`config.mk`:
```
export PLATFORM = sky130hd
export DESIGN_NAME = axis_accumulator
export DESIGN_NICKNAME = d
export VERILOG_FILES = /design/src/rtl/axis_pkg.sv /design/src/rtl/axis_accumulator.sv
export SDC_FILE = /design/constraint.sdc
export NUM_CORES = 1
export LEC_CHECK = 0
export BUFFER_PORTS_ARGS = -buffer_cell sky130_fd_sc_hd__buf_2
export CAP_MARGIN = 20
export CORE_ASPECT_RATIO = 1.25
export CORE_MARGIN = 5
export CORE_UTILIZATION = 50
export CTS_BUF_LIST = sky130_fd_sc_hd__clkbuf_8
export CTS_CLUSTER_DIAMETER = 30
export DETAILED_ROUTE_END_ITERATION = 7
export HOLD_SLACK_MARGIN = 0.08
export PLACE_DENSITY = 0.76
export SLEW_MARGIN = 20
export SYNTH_ARGS = -nofsm -noshare
export SYNTH_HDL_FRONTEND = slang
export SYNTH_SLANG_ARGS = --single-unit
```
`constraint.sdc`:
```
create_clock -name aclk -period 2.3 [get_ports aclk]
set_clock_uncertainty 0.05 [all_clocks]
set_input_delay 0.345 -clock aclk [delete_from_list [all_inputs] [get_ports aclk]]
set_output_delay 0.345 -clock aclk [all_outputs]
set_load 0.02 [all_outputs]
```
`src/rtl/axis_pkg.sv`:
```
// Shared definitions for the AXI-Stream accumulator: FSM state type and
// constant functions that derive the accumulator and beat-count widths.
package axis_pkg;

  typedef enum logic {
    ACCUM = 1'b0,
    HOLD  = 1'b1
  } state_e;

  // Width of the block sum: input width plus enough headroom for acc_len beats.
  function automatic int calc_aw(input int wdata_byte, input int acc_len);
    return 8 * wdata_byte + $clog2(acc_len);
  endfunction

  // Width of the beat counter: must represent acc_len itself.
  function automatic int calc_cw(input int acc_len);
    return $clog2(acc_len + 1);
  endfunction

endpackage

```
`src/rtl/axis_accumulator.sv`:
```
// Sums blocks of PAR_ACC_LEN unsigned beats (or fewer when tlast ends a block
// early) and presents each sum with its beat count as one output beat.
// While a result is held, input ready follows output ready so the next block
// can start in the same cycle the result is taken.
module axis_accumulator
  import axis_pkg::*;
#(
  parameter int PAR_WDATA_BYTE = 2,
  parameter int PAR_ACC_LEN    = 4,
  localparam int DW = 8 * PAR_WDATA_BYTE,
  localparam int AW = calc_aw(PAR_WDATA_BYTE, PAR_ACC_LEN),
  localparam int CW = calc_cw(PAR_ACC_LEN)
) (
  input  logic          aclk,
  input  logic          aresetn,
  input  logic [DW-1:0] s_axis_tdata,
  input  logic          s_axis_tvalid,
  input  logic          s_axis_tlast,
  output logic          s_axis_tready,
  output logic [AW-1:0] m_axis_tdata,
  output logic [CW-1:0] m_axis_tuser,
  output logic          m_axis_tvalid,
  input  logic          m_axis_tready
);

  state_e        state_q, state_d;
  logic [AW-1:0] acc_q, acc_d;
  logic [CW-1:0] cnt_q, cnt_d;

  logic in_fire;
  logic out_fire;
  logic first_beat;

  // Handshake decode; in HOLD the input side only moves when the result does.
  always_comb begin
    s_axis_tready = (state_q == ACCUM) ? 1'b1 : m_axis_tready;
    m_axis_tvalid = (state_q == HOLD);
    in_fire       = s_axis_tvalid && s_axis_tready;
    out_fire      = m_axis_tvalid && m_axis_tready;
    // A beat opens a new block after reset/completion (count 0) or when it
    // arrives in the same cycle the held result is taken.
    first_beat    = (state_q == HOLD) || (cnt_q == '0);
  end

  // Next-state, accumulator and counter update.
  always_comb begin
    // NOTE: every variable gets a default first so no path leaves it unassigned
    // and no latch is inferred.
    state_d = state_q;
    acc_d   = acc_q;
    cnt_d   = cnt_q;

    if (out_fire) begin
      state_d = ACCUM;
      acc_d   = '0;
      cnt_d   = '0;
    end

    if (in_fire) begin
      if (first_beat) begin
        acc_d = AW'(s_axis_tdata);
        cnt_d = CW'(1);
      end else begin
        acc_d = acc_q + AW'(s_axis_tdata);
        cnt_d = cnt_q + CW'(1);
      end
      // tlast on the beat that also fills the block still yields one result.
      state_d = (s_axis_tlast || (cnt_d == CW'(PAR_ACC_LEN))) ? HOLD : ACCUM;
    end
  end

  // State and result registers; reset discards any partial or pending block.
  always_ff @(posedge aclk or negedge aresetn) begin
    if (!aresetn) begin
      state_q <= ACCUM;
      acc_q   <= '0;
      cnt_q   <= '0;
    end else begin
      // NOTE: non-blocking assignments so every flop samples pre-edge values.
      state_q <= state_d;
      acc_q   <= acc_d;
      cnt_q   <= cnt_d;
    end
  end

  // The accumulator and counter are the registered result; they are frozen
  // in HOLD until the output handshake completes.
  assign m_axis_tdata = acc_q;
  assign m_axis_tuser = cnt_q;

endmodule
```
==> run summary <==
Post-Layout Cell Count: 303
Min cycle time layout: 2.15 ns
Crit share post-route: 0.937
Top Layer Used: met4
Max Cap Violations: 0
Nets: 304
I/O Pins: 44
Final Hold Fails: 0
Gr ovfl total: 0
Largest net degree at the start of global routing: 23
Net count after synthesis: 250
Root buf cell: clkbuf_8
Die H: 78.6 um
Initial Util: 0.506
Core Area: 3720 um2
Syn Inst Count: 210
Worst-path maximum fanout: 4
Setup-failing EPs final: 0
Netlist cell types: 52
N_diodes: 0
Wire length on met2: 2310 um
CP Launch Type: register
Status: complete, no violations
First-pass GRT wire length: 8020 um
CTS Sinks: 22
Pleak: 0.00111 uW
Flop2flop setup slack: 0.15 ns
Synth Register Bits: 22
Max-slew violations: 0
Area occupied by multi-input gates: 1290 um2
Sequential power share: 0.231
Most area-hungry cell type in the Yosys netlist: dfrtp_1
Top-count cell post-synth: o21ai_0
Slew HR: 0.528
Setup TNS: 0 ns
Number of vias per cell: 5.73
# rows: 25
Worst slack, placed: -0.115 ns
Final setup margin: 0.145 ns
Switching share of power: 0.467
Placer Congestion: 0.920
Layout cell share with drive strength beyond 1: 0.281
Clk_lat worst skew: 0.27 ns
Post-synth EDFFs: 0
Crit path kind: register to register
CP Data Required Time: 2.45 ns
Clock power frac: 0.107
Syn Area/Cell: 8.97 um2
Vias in the first global route: 1805
Metal3 WL: 181 um
CTS tree: built
Drt pass-1 iters: 4
Input/output buffers: 43
Yosys warns: 0
Synth async-reset ratio: 1.00
Die Wd: 64.9 um
Wire per inst: 14.9 um
Worst VDD drop: 0.000541 V
Via Count: 1737
DRC: 0
Worst-path clk slew: 0.09 ns
Placed Instances: 298
Psw: 1290 uW
Crit path DAT: 2.31 ns
Measured slew at the worst slew-check pin: 0.707 ns
Layout area overhead: 21.9%
Register area: 551 um2
Synthesized area: 1880 um2
Cell area power density: 1210 nW/um2
TritonCTS buffer count: 3
Initial antenna violation count: 0
Top-area cell type share of the netlist area: 0.292
Max Buffers Root-to-Sink: 2
GRT Total Usage: 0.194
DRT iter0 DRCs: 67
Die ar.: 5100 um2
RSZ-0062 raised after global routing: yes
Antenna Nets Post-Route: 0
Hold crit path type: input port to register
Peak Freq: 464 MHz
Seq/Total Area, Yosys: 0.292
Hold Slack: 0.261 ns
Internal Power: 1480 uW
Crit. End Element: register
# fillers: 341
Combinational Power Share: 0.663
Overall power: 2770 uW
H-tree levels: 1
Main flop type after synthesis: dfrtp_1
HPWL after DPL: 3550 um
Ranking of synthesized cells by area: dfrtp_1, ha_1, o21ai_0
Routed metal-1 wire length: 1980 um
Commonest cells post-synth: o21ai_0, nand2_1, dfrtp_1
Routed WL: 4530 um
-- worst max-delay path, cell delays in order (launching register included) --
cell	delay [ns]
dfrtp_1	0.45
ha_1	0.30
a21o_1	0.17
nand3_4	0.11
a2111oi_4	0.39
nor3_2	0.12
a2111o_1	0.43
o211ai_2	0.07
-- logic make-up (layout without fill, tap and decap cells) --
| logic type | after synthesis | in the layout | share of synthesized area |
|---|---|---|---|
| compound gates | 82 | 82 | 0.288 |
| simple gates | 51 | 51 | 0.143 |
| flops | 22 | 22 | 0.292 |
| fa+ha+maj | 19 | 19 | 0.130 |
| buf+inv | 15 | 68 | 0.0445 |
| xor+xnor | 14 | 14 | 0.0651 |
| mux | 7 | 7 | 0.0372 |
-- power groups by stage --
stage / clock network (uW) / logic [uW] / registers [uW]
floorplan: 0 / 1130 / 807
global placement: 0 / 1760 / 638
detailed placement: 0 / 1780 / 646
CTS: 301 / 1800 / 639
global route: 324 / 2050 / 663
finish: 296 / 1840 / 639
-- per-stage QoR --
step / utilization / instance area (um2)
2_1_floorplan: - / 1880
3_3_place_gp: 0.589 / 2190
3_5_place_dp: 0.589 / 2190
4_1_cts: 0.608 / 2260
5_1_grt: 0.617 / 2300
6_report: 0.617 / 2300
-- layout make-up --
class                      count  area share
sequential                    22       0.240
tap                           40      0.0218
inverter                       6     0.00980
timing repair buffer          58       0.144
clock buffer                   4      0.0240
multi-input combinational    173       0.561
-- repair_timing --
item                                    CTS  global route
buffers inserted                          0             0
hold endpoints to repair                 22             0
resized for setup                         1             4
hold buffers                              1             0
endpoints found under the setup margin    1             6
pin swaps                                 0             2
-- placed cells by master, fill, tap and decap left out, types with 2 or more instances in the layout --
master | synthesis | routed
buf_2 | 1 | 43
o21ai_0 | 29 | 28
nand2_1 | 25 | 25
dfrtp_1 | 22 | 22
ha_1 | 18 | 18
a21oi_1 | 14 | 14
buf_4 | 1 | 14
xnor2_1 | 11 | 11
a22oi_1 | 9 | 9
mux2i_1 | 7 | 7
inv_1 | 6 | 6
a21o_1 | 6 | 6
nand3_1 | 4 | 4
clkbuf_8 | 2 | 4
nand2b_1 | 3 | 3
xor2_1 | 3 | 3
nor2_1 | 3 | 3
o21bai_1 | 3 | 3
o211ai_1 | 2 | 2
a31oi_1 | 2 | 2
nor2b_1 | 2 | 2
nor3_1 | 2 | 2
a21o_2 | 2 | 2
nand4_1 | 2 | 2
-- sequential cells by signal (all words and copies together), names as in the netlist --
name / count
m_axis_tuser: 3
m_axis_tdata: 18
m_axis_tvalid: 1
-- metal layers --
layer	vias to the layer above	track usage
li1	891	-
met1	804	0.239
met2	37	0.346
met3	5	0.0272
met4	0	0.0550
met5	-	0
-- final timing paths --
kind | depth (start not counted) | end | from
min | 3 | m_axis_tvalid | s_axis_tlast
min in group asynchronous | 2 | m_axis_tdata[2] | aresetn
max reg2reg | 7 | m_axis_tdata[17] | m_axis_tdata[1]
max in group asynchronous | 2 | m_axis_tdata[12] | aresetn
min reg2reg | 2 | m_axis_tdata[3] | m_axis_tdata[3]
max | 7 | m_axis_tdata[17] | m_axis_tdata[1]
Note: power is estimated with default switching activity, not from simulation.
